--- src/rtl/spi_flash_rdid_responder.sv ---
// SPI flash RDID responder: captures one command byte per frame and, for
// RDID (8'h9F), streams back the 24-bit JEDEC ID MSB first. A run of
// SPICLK-low cycles ends a frame; shorter low runs only stall the transfer.
//
// state  | meaning
// IDLE   | between frames, waiting for the first command bit
// CMD    | shifting in the remaining command bits
// RESP   | streaming the JEDEC ID on SPIMISO
// IGNORE | rest of frame discarded until the frame gap is seen
module spi_flash_rdid_responder #(
  parameter logic [7:0]  MFG_ID    = 8'h20,
  parameter logic [7:0]  MEM_TYPE  = 8'h20,
  parameter logic [7:0]  MEM_CAP   = 8'h16,
  parameter int unsigned FRAME_GAP = 4
) (
  input  logic       clk,
  input  logic       reset,
  input  logic       SPICLK,
  input  logic       SPIMOSI,
  output logic       SPIMISO,
  output logic       cmd_valid,
  output logic [7:0] cmd_byte,
  output logic       rdid_done
);

  typedef enum logic [1:0] {IDLE, CMD, RESP, IGNORE} state_t;

  localparam logic [3:0] GAP_LIM  = 4'(FRAME_GAP);
  localparam logic [7:0] CMD_RDID = 8'h9F;

  state_t      state;
  logic [6:0]  cmd_sh;
  logic [3:0]  bit_cnt;
  logic [22:0] resp_sh;
  logic [4:0]  resp_left;
  logic [3:0]  gap_cnt;

  logic [7:0]  cmd_next;
  logic        gap_hit;

  // The bit arriving on this edge completes the shifted command value.
  assign cmd_next = {cmd_sh, SPIMOSI};

  // A low strobe that brings the gap counter up to the limit ends the frame;
  // the counter never exceeds the limit, so the 4-bit sum cannot wrap.
  assign gap_hit = !SPICLK && ((gap_cnt + 4'd1) >= GAP_LIM);

  // Frame sequencer with registered SPIMISO and one-cycle status pulses.
  always_ff @(posedge clk) begin
    if (reset) begin
      state     <= IDLE;
      cmd_sh    <= '0;
      bit_cnt   <= '0;
      resp_sh   <= '0;
      resp_left <= '0;
      gap_cnt   <= '0;
      SPIMISO   <= 1'b0;
      cmd_valid <= 1'b0;
      rdid_done <= 1'b0;
      cmd_byte  <= 8'h00;
    end else begin
      cmd_valid <= 1'b0;
      rdid_done <= 1'b0;

      if (state == IDLE || SPICLK || gap_hit) begin
        gap_cnt <= '0;
      end else if (gap_cnt != 4'hF) begin
        gap_cnt <= gap_cnt + 4'd1;
      end

      case (state)
        IDLE: begin
          SPIMISO <= 1'b0;
          bit_cnt <= '0;
          if (SPICLK) begin
            cmd_sh  <= {6'b0, SPIMOSI};
            bit_cnt <= 4'd1;
            state   <= CMD;
          end
        end

        CMD: begin
          if (SPICLK) begin
            if (bit_cnt == 4'd7) begin
              cmd_byte  <= cmd_next;
              cmd_valid <= 1'b1;
              bit_cnt   <= '0;
              if (cmd_next == CMD_RDID) begin
                // First ID bit goes out right away so the master sees it
                // on its very next strobe.
                SPIMISO   <= MFG_ID[7];
                resp_sh   <= {MFG_ID[6:0], MEM_TYPE, MEM_CAP};
                resp_left <= 5'd23;
                state     <= RESP;
              end else begin
                state <= IGNORE;
              end
            end else begin
              cmd_sh  <= cmd_next[6:0];
              bit_cnt <= bit_cnt + 4'd1;
            end
          end else if (gap_hit) begin
            bit_cnt <= '0;
            state   <= IDLE;
          end
        end

        RESP: begin
          if (SPICLK) begin
            if (resp_left == 5'd0) begin
              SPIMISO   <= 1'b0;
              rdid_done <= 1'b1;
              state     <= IGNORE;
            end else begin
              SPIMISO   <= resp_sh[22];
              resp_sh   <= {resp_sh[21:0], 1'b0};
              resp_left <= resp_left - 5'd1;
            end
          end else if (gap_hit) begin
            SPIMISO <= 1'b0;
            state   <= IDLE;
          end
        end

        IGNORE: begin
          SPIMISO <= 1'b0;
          if (gap_hit) begin
            state <= IDLE;
          end
        end

        default: begin
          SPIMISO <= 1'b0;
          state   <= IDLE;
        end
      endcase
    end
  end

endmodule

--- config.mk ---
export PLATFORM = sky130hd
export DESIGN_NAME = spi_flash_rdid_responder
export DESIGN_NICKNAME = d
export VERILOG_FILES = /design/src/rtl/spi_flash_rdid_responder.sv
export SDC_FILE = /design/constraint.sdc
export NUM_CORES = 1
export LEC_CHECK = 0
export CAP_MARGIN = 0
export CORE_MARGIN = 5
export CORE_UTILIZATION = 26
export DETAILED_ROUTE_END_ITERATION = 7
export PLACE_DENSITY = 0.5
export SYNTH_ARGS = -nofsm -noshare
export SYNTH_HDL_FRONTEND = slang
export SYNTH_SLANG_ARGS = --single-unit
--- constraint.sdc ---
create_clock -name clk -period 4.4 [get_ports clk]
set_input_delay 0.88 -clock clk [delete_from_list [all_inputs] [get_ports clk]]
set_output_delay 0.88 -clock clk [all_outputs]
set_load 0.03 [all_outputs]
==> results of run 1 <==
cell usage in the layout, fill, tap and decap left out, types with 2 or more instances in the layout:
cell type        synthesis  layout
a211oi_1                 3       3
a21oi_1                 37      37
a21oi_2                  3       3
a311oi_1                 3       3
a32oi_1                  2       2
and3_1                   2       2
clkbuf_8                 0       5
clkdlybuf4s50_1          0      13
clkinvlp_4               0       2
dfxtp_1                 55      55
ha_1                     4       4
inv_1                    4       4
nand2_1                 57      57
nand2b_1                 2       2
nand3_1                 26      26
nand3_2                  2       2
nor2_1                  15      15
nor2_2                   3       3
nor3_1                  12      12
nor3_2                   3       3
o21ai_0                  4       4
power by group:
part           total [µW]  internal [µW]  leakage, µW  switching [µW]
sequential            505            500     0.000444            5.40
combinational        29.7           8.52     0.000342            21.2
clock                 280            111    0.0000402             169
state kept, by name (all words and copies together), names as in the netlist:
signal and flops:
bit_cnt 4, cmd_sh 7, resp_left 5, SPIMISO 1, state 2, gap_cnt 4
cmd_byte 8, resp_sh 22, cmd_valid 1, rdid_done 1
per-layer routing:
metal  GRT usage (%)  vias to the layer above  part of all wire (%)
met1            12.0                      900                    52
met3            2.14                        8                   3.3
met2            14.3                       25                    43
li1                -                      978                     -
met5               0                        -                     0
met4            3.89                        0                   1.7
metrics by stage:
step,instance area [µm²],utilization (%),setup WS [ps],hold WS (ps)
floorplan,2370,-,2430,432
global placement,2550,29.0,1380,442
detailed placement,2550,29.0,1270,445
CTS,2640,30.0,1610,460
global route,2640,30.0,1450,477
finish,2640,30.0,1600,457
worst paths after layout:
| path | startpoint | to | slack, ps | cells past startpoint |
|---|---|---|---|---|
| max | SPICLK | resp_left[4] | 1600 | 6 |
| min | cmd_byte[3] | cmd_byte[3] | 460 | 2 |
| max reg2reg | state[0] | resp_left[4] | 1880 | 5 |
| min reg2reg | cmd_byte[3] | cmd_byte[3] | 460 | 2 |
final cells by class:
type / instances / share of cell area (%)
Clock buffer: 5 / 2.61
Clock inverter: 3 / 0.758
Inverter: 5 / 0.711
Multi-Input combinational cell: 200 / 43.7
Sequential cell: 55 / 41.7
Tap cell: 108 / 5.12
Timing Repair Buffer: 15 / 5.40
cells by family (layout without fill, tap and decap cells):
| group | count (synthesis) | count (layout) | synth area share, % |
|---|---|---|---|
| DFF | 55 | 55 | 46.4 |
| xor gates and xnor gates | 1 | 1 | 0.369 |
| AOI/OAI and AO/OA | 62 | 62 | 17.9 |
| muxes | 1 | 1 | 0.422 |
| buffers and inverters | 20 | 28 | 4.90 |
| adders and majority gates | 4 | 4 | 2.11 |
| and+or+nand+nor | 132 | 132 | 27.8 |
critical path, cell delays in order:
cell and delay (ps):
clkdlybuf4s50_1 830, nand4b_2 270, o2bb2ai_4 220, o221a_4 430, a21oi_1 120, a311oi_1 260
==> impl_metrics.ini, run 1 <==
[outcome]
status = finished clean

[sta]
finalSetupTns_ps = 0
rsz0062_at_grt = false
max_freq_ghz = 0.357
drv_slew = 0
clock-skew-final_ps = 9.13
setup_viol = 0
fin_crit_sh_pct = 63.7
hold_viol = 0
period_minus_slack_ps = 2800
maxSlewHeadroom_pct = 36.6
tightest_slew_ps = 951

[cells_and_area]
antenna_cells = 0
fin_cells = 391
area_growth_syn_to_layout_pct = 11.3
nFillCells = 945
fin_nets = 290
drive_gt1_share_pct = 10.2
multiInputGateArea_um2 = 1150
seq_area_um2 = 1100

[global_routing]
grt_max_degree = 30
grt_pass1_vias = 1766
grtUsageTotal_pct = 9.10
grt_pass1_wl_um = 8450
overflow = 0
antenna_found_initial = 0

[floorplanning]
design.core.area_um2 = 8810
fp.dieArea_um2 = 11100
die_x_um = 106
start_util_pct = 26.9
ios = 15
rows = 34
die_h_um = 106

[placed_design]
hpwl_um = 3130
place_inst = 383
port-buffer-count = 14
place_congestion = 0.715

[yosys]
seq_area_frac_synth_pct = 46.4
yosys_warnings = 0
yosys_register_bits = 55
synth-edff-count = 0
postSynthAreaPerCell_um2 = 8.63
synthTopCellsByCount = nand2_1, dfxtp_1, a21oi_1
synth_top_area_share_pct = 46.4
synthTopCellsByArea = dfxtp_1, nand2_1, a21oi_1
mappedNetlistNets = 283
synth-async-reset-ratio_pct = 0
syn_inst = 275
yosys.cell_count.top_type = nand2_1
synth_ff_type = dfxtp_1
synth_area_leader_cell = dfxtp_1
netlist_area_um2 = 2370
post_synth_num_cell_types = 45

[worst_setup_path]
path_class = in -> reg
cp-start-kind = primary input
crit_required_ps = 4620
crit_path_max_fanout = 25
crit_path_end_kind = flip-flop
crit_arrival_ps = 3020

[cts]
cts_root_buf = clkbuf_8
clock_sinks = 55
clk_latency_ps = 310
cts_buffers = 5
post_cts_buffers = 0
cts_resized = 0
htree_levels = 2
hold_buffers = 0
path_clk_slew_ps = 100
cts_max_path_buffers = 2
cts_tree = done

[drt]
ant_nets = 0
drtIter0Drc = 100
vias = 1911
wire_per_inst_um = 12.7
drtPass1Iterations = 4
wl_um = 4970
vias_per_cell = 4.89
drc_errors = 0

[power]
ir_drop_mv = 0.118
leakagePower_uw = 0.000826
power_uw = 815
power.density_nw_per_um2 = 308

[flow_run]
maxCapViolCount = 0

[worst_hold_path]
min_path_type = reg -> reg
No activity file was read; power rests on OpenSTA's default activity.
==> inputs of run 2 (changes only) <==
- PLACE_DENSITY: 0.5 -> 0.52
- clock period: 4.4 -> 2.29 ns (I/O delays scaled with it)
==> impl_metrics.ini, run 2 (same netlist as run 1, synthesis figures left out) <==
[drt]
drtPass1Iterations = 4
wl_um = 4870
vias_per_cell = 4.76
wire_per_inst_um = 12.2
drc_errors = 0
drtIter0Drc = 110
vias = 1907
ant_nets = 0

[placed_design]
hpwl_um = 3320
port-buffer-count = 14
place_congestion = 0.759

[worst_setup_path]
startpoint = SPICLK
cp_top_family = simple AND/OR/NAND/NOR gates
slowest_stage = clkdlybuf4s50_1
cp-start-kind = primary input
r2r-start = resp_left[0]
crit_required_ps = 2460
crit_buf_inv = 1
worstPathCellList = clkdlybuf4s50_1 > nand2_1 > nor3b_1 > nand2_1 > nand2_1 > a21oi_1
crit_path_end_kind = flip-flop
crit_path_frequent_cell = nand2_1
crit_arrival_ps = 2030
path_class = in -> reg
crit_path_max_fanout = 9
crit_path_max_incr_delay_ps = 510

[cells_and_area]
regMostFlops = resp_sh
nFillCells = 936
area_growth_syn_to_layout_pct = 15.5
most-common-layout-cells = nand2_1, dfxtp_1, a21oi_1
fin_nets = 300
largestRegisters = resp_sh (22), cmd_byte (8), cmd_sh (7)
final_common_cell = nand2_1
largest_register_ffs = 22
drive_gt1_share_pct = 13.3
antenna_cells = 0

[sta]
period_minus_slack_ps = 1850
hold_ws_ps = 459
drv_slew = 0
fin_crit_sh_pct = 80.9
max_freq_ghz = 0.540
maxSlewHeadroom_pct = 68.0
tightest_slew_ps = 479
finalSetupTns_ps = 0
clock-skew-final_ps = 7.03
hold_viol = 0
rsz0062_at_grt = false
setup_viol = 0

[outcome]
status = finished clean

[power]
ir_drop_mv = 0.217
leakagePower_uw = 0.000886
power.density_nw_per_um2 = 583

[cts]
htree_levels = 2
path_clk_slew_ps = 90
clk_latency_ps = 300
cts_resized = 0
cts_tree = done
clock_sinks = 55
hold_buffers = 0
cts_max_path_buffers = 2
cts_root_buf = clkbuf_8
cts_buffers = 5
post_cts_buffers = 0

[global_routing]
grt_pass1_vias = 1796
grt_pass1_wl_um = 8470
overflow = 0
grtUsageTotal_pct = 8.99
antenna_found_initial = 0
grt_max_degree = 26

[floorplanning]
rows = 34
design.core.area_um2 = 8810
die_h_um = 106
fp.dieArea_um2 = 11100
ios = 15
start_util_pct = 26.9
die_x_um = 106

[worst_hold_path]
min_from = cmd_byte[2]
min_path_type = reg -> reg

[flow_run]
maxCapViolCount = 0
run 2: cell types whose count changed in the layout (fill, tap and decap cells not counted):
cell / previous run / this run
clkbuf_8: 5 / 6
clkinv_2: 1 / 0
clkinv_4: 0 / 1
buf_4: 1 / 10
clkinvlp_4: 2 / 1
buf_12: 0 / 1
run 2: path summary, 6_finish.rpt:
kind / to / slack (ps) / cells after the start
min: cmd_byte[2] / 460 / 2
max reg2reg: resp_sh[19] / 440 / 8
min reg2reg: cmd_byte[2] / 460 / 2
max: cmd_byte[3] / 440 / 6
run 2: cell type report:
class | count | area, µm² | area share [%]
timing repair buffer | 25 | 230 | 8.41
clock inverter | 2 | 16.3 | 0.594
multi-input combinational | 200 | 1150 | 42.2
sequential | 55 | 1100 | 40.2
inverter | 5 | 18.8 | 0.685
clock buffer | 6 | 82.6 | 3.02
tap | 108 | 135 | 4.93
run 2: power by group:
part / internal (µW) / total [µW] / switching [µW]
clock: 248 / 564 / 316
sequential: 961 / 968 / 7.37
combinational: 20.4 / 64.8 / 44.4
run 2: metal layers:
metal  routed length [µm]  GRT usage (%)  up-vias
met4                   44           2.78        0
li1                     -              -      994
met2                 2160           14.6       36
met5                    0              0        -
met1                 2430           11.7      873
met3                  237           2.32        4
run 2: through the flow:
stage / instances / total power [µW] / utilization (%) / area, µm² / worst slack, ps
after CTS: 401 / 1630 / 31.1 / 2740 / 397
after detailed placement: 393 / 1060 / 30.0 / 2640 / 112
after global placement: 393 / 1060 / 30.0 / 2640 / 139
after floorplan: 275 / 1030 / - / 2370 / 614
after global routing: 401 / 1670 / 31.1 / 2740 / 305
final: 401 / 1600 / 31.1 / 2740 / 438
run 2: tightest hold or removal path: stages, from the launching register on:
cell     delay [ps]
dfxtp_1         320
nand2_1          50
a21oi_1          50
==> RTL edit: new RTL, flow settings as in run 1 <==
Make the reset (`reset`) asynchronous in one clocked block.
--- a/src/rtl/spi_flash_rdid_responder.sv
+++ b/src/rtl/spi_flash_rdid_responder.sv
@@ -48,3 +48,3 @@
   // Frame sequencer with registered SPIMISO and one-cycle status pulses.
-  always_ff @(posedge clk) begin
+  always_ff @(posedge clk or posedge reset) begin
     if (reset) begin
Formal check against the unedited RTL: differs if reset is asserted again (counterexample within 10 cycles, from zero or initial values and one cycle with reset high); with reset held inactive, the same outputs for 10 cycles.
==> RTL edit against run 1 <==
  * Cell area up 2.8%
  * Utilization down 0.19 points
  * Worst setup slack worse by 160 ps
  * Area after synthesis up 0.95%
  * Cell count down 17%
  * Wire length down 7.1%
  * Register-to-register slack better by 170 ps
  * Sequential cell count unchanged
  * Count of clock-buffer cells in the layout unchanged
Power is not compared: it rests on default switching activity, and its combinational part moved more than twofold at a synthesized area within 25%.
==> RTL edit: results (changes against run 1) <==
Parameter                              Value

Synthesis
  Syn Nets ... 208 (-27%)
  Synth cell count leaders ... sky130_fd_sc_hd__dfrtp_1 (55), sky130_fd_sc_hd__a22o_1 (21), sky130_fd_sc_hd__nand2_1 (16), sky130_fd_sc_hd__mux2_2 (10)
  Largest cells by area after synthesis ... sky130_fd_sc_hd__dfrtp_1 (57%), sky130_fd_sc_hd__a22o_1 (7.7%), sky130_fd_sc_hd__mux2_2 (4.7%)
  Adder-Cell Fraction of Synth Area ... 2.090% (-0.020 points)
  Mean instance size in the synthesized netlist ... 11.97 sq um (+39%)
  Xor/xnor cell area share of the yosys netlist ... 0.7315% (+0.36 points)

STA
  Final clock skew ... 14.25 ps (+5.119 ps)
  Tightest hold margin ... 498.7 ps (+41.80 ps)
  Worst-margin pin slew ... 963.6 ps (+13.03 ps)

Layout
  Fraction of layout cells with a size suffix above 1 ... 10.85% (+0.60 points)
  Nets@finish ... 219 (-24%)

Setup path
  Kind of cell adding the most delay to the critical path ... simple AND/OR/NAND/NOR gates
  Largest fanout of any net on the critical path ... 18 (-28%)
  Depth of the most critical reg-to-reg path ... 6 (+1)
  Reg-to-reg slack, setup ... 2050 ps (+170 ps)
  CP endpoint ... resp_sh[10]$_DFFE_PP0P_
  FF-to-FF End ... resp_sh[22]$_DFFE_PP0P_

GRT
  Global-route met3 utilization ... 2.611% (+0.47 points)
  Global-route wire length before repair ... 8114 um (-3.9%)
  GR Util All Layers ... 8.922% (-0.18 points)

Drt
  Routed wirelength normalized by instance count ... 14.30 um (+12%)
  DR vias/cell ... 4.889 (about the same)

Min path
  Hold endpoint ... resp_sh[2]$_DFFE_PP0P_
  Hold path startpoint ... resp_sh[2]$_DFFE_PP0P_
  Worst Hold Path Cells ... 1 (-1)

Placed design
  Placed insts ... 315 (-18%)
  HPWL reported at the end of detailed placement ... 3107 um (-0.85%)
  Placed instance area ... 0.002624 sq mm (+2.8%)

Run status
  Outcome ... complete, no violations

Floorplanning
  Die area ... 0.01123 sq mm (+0.85%)
RTL edit: per-stage QoR:
step                total power, mW  setup slack (ps)
floorplan                    0.9797              2162
global placement              1.096              1176
detailed placement            1.107              1132
CTS                           1.403              1465
global route                  1.472              1272
finish                        1.376              1435
RTL edit: per-layer routing:
layer	up-vias	wire length [um]
met5	-	0
met4	0	57
met3	6	146
met2	19	2217
met1	790	2198
li1	764	-
RTL edit: power groups by stage:
stage	combinational [mW]	clock (mW)	sequential [mW]
after floorplan	0.217	0	0.763
after global placement	0.356	0	0.740
after detailed placement	0.363	0	0.744
after CTS	0.365	0.305	0.733
after global routing	0.395	0.323	0.754
final	0.357	0.288	0.731
RTL edit: cell type report:
| type | count | area, sq um |
|---|---|---|
| fillers | 925 | 6394 |
| flip-flops and latches | 55 | 1376 |
| multi-input cells | 130 | 945.9 |
| repair buffers | 15 | 147.6 |
| well taps | 111 | 138.9 |
| clock buffers | 5 | 68.82 |
| clock inverters | 3 | 22.52 |
| inverters | 4 | 15.01 |
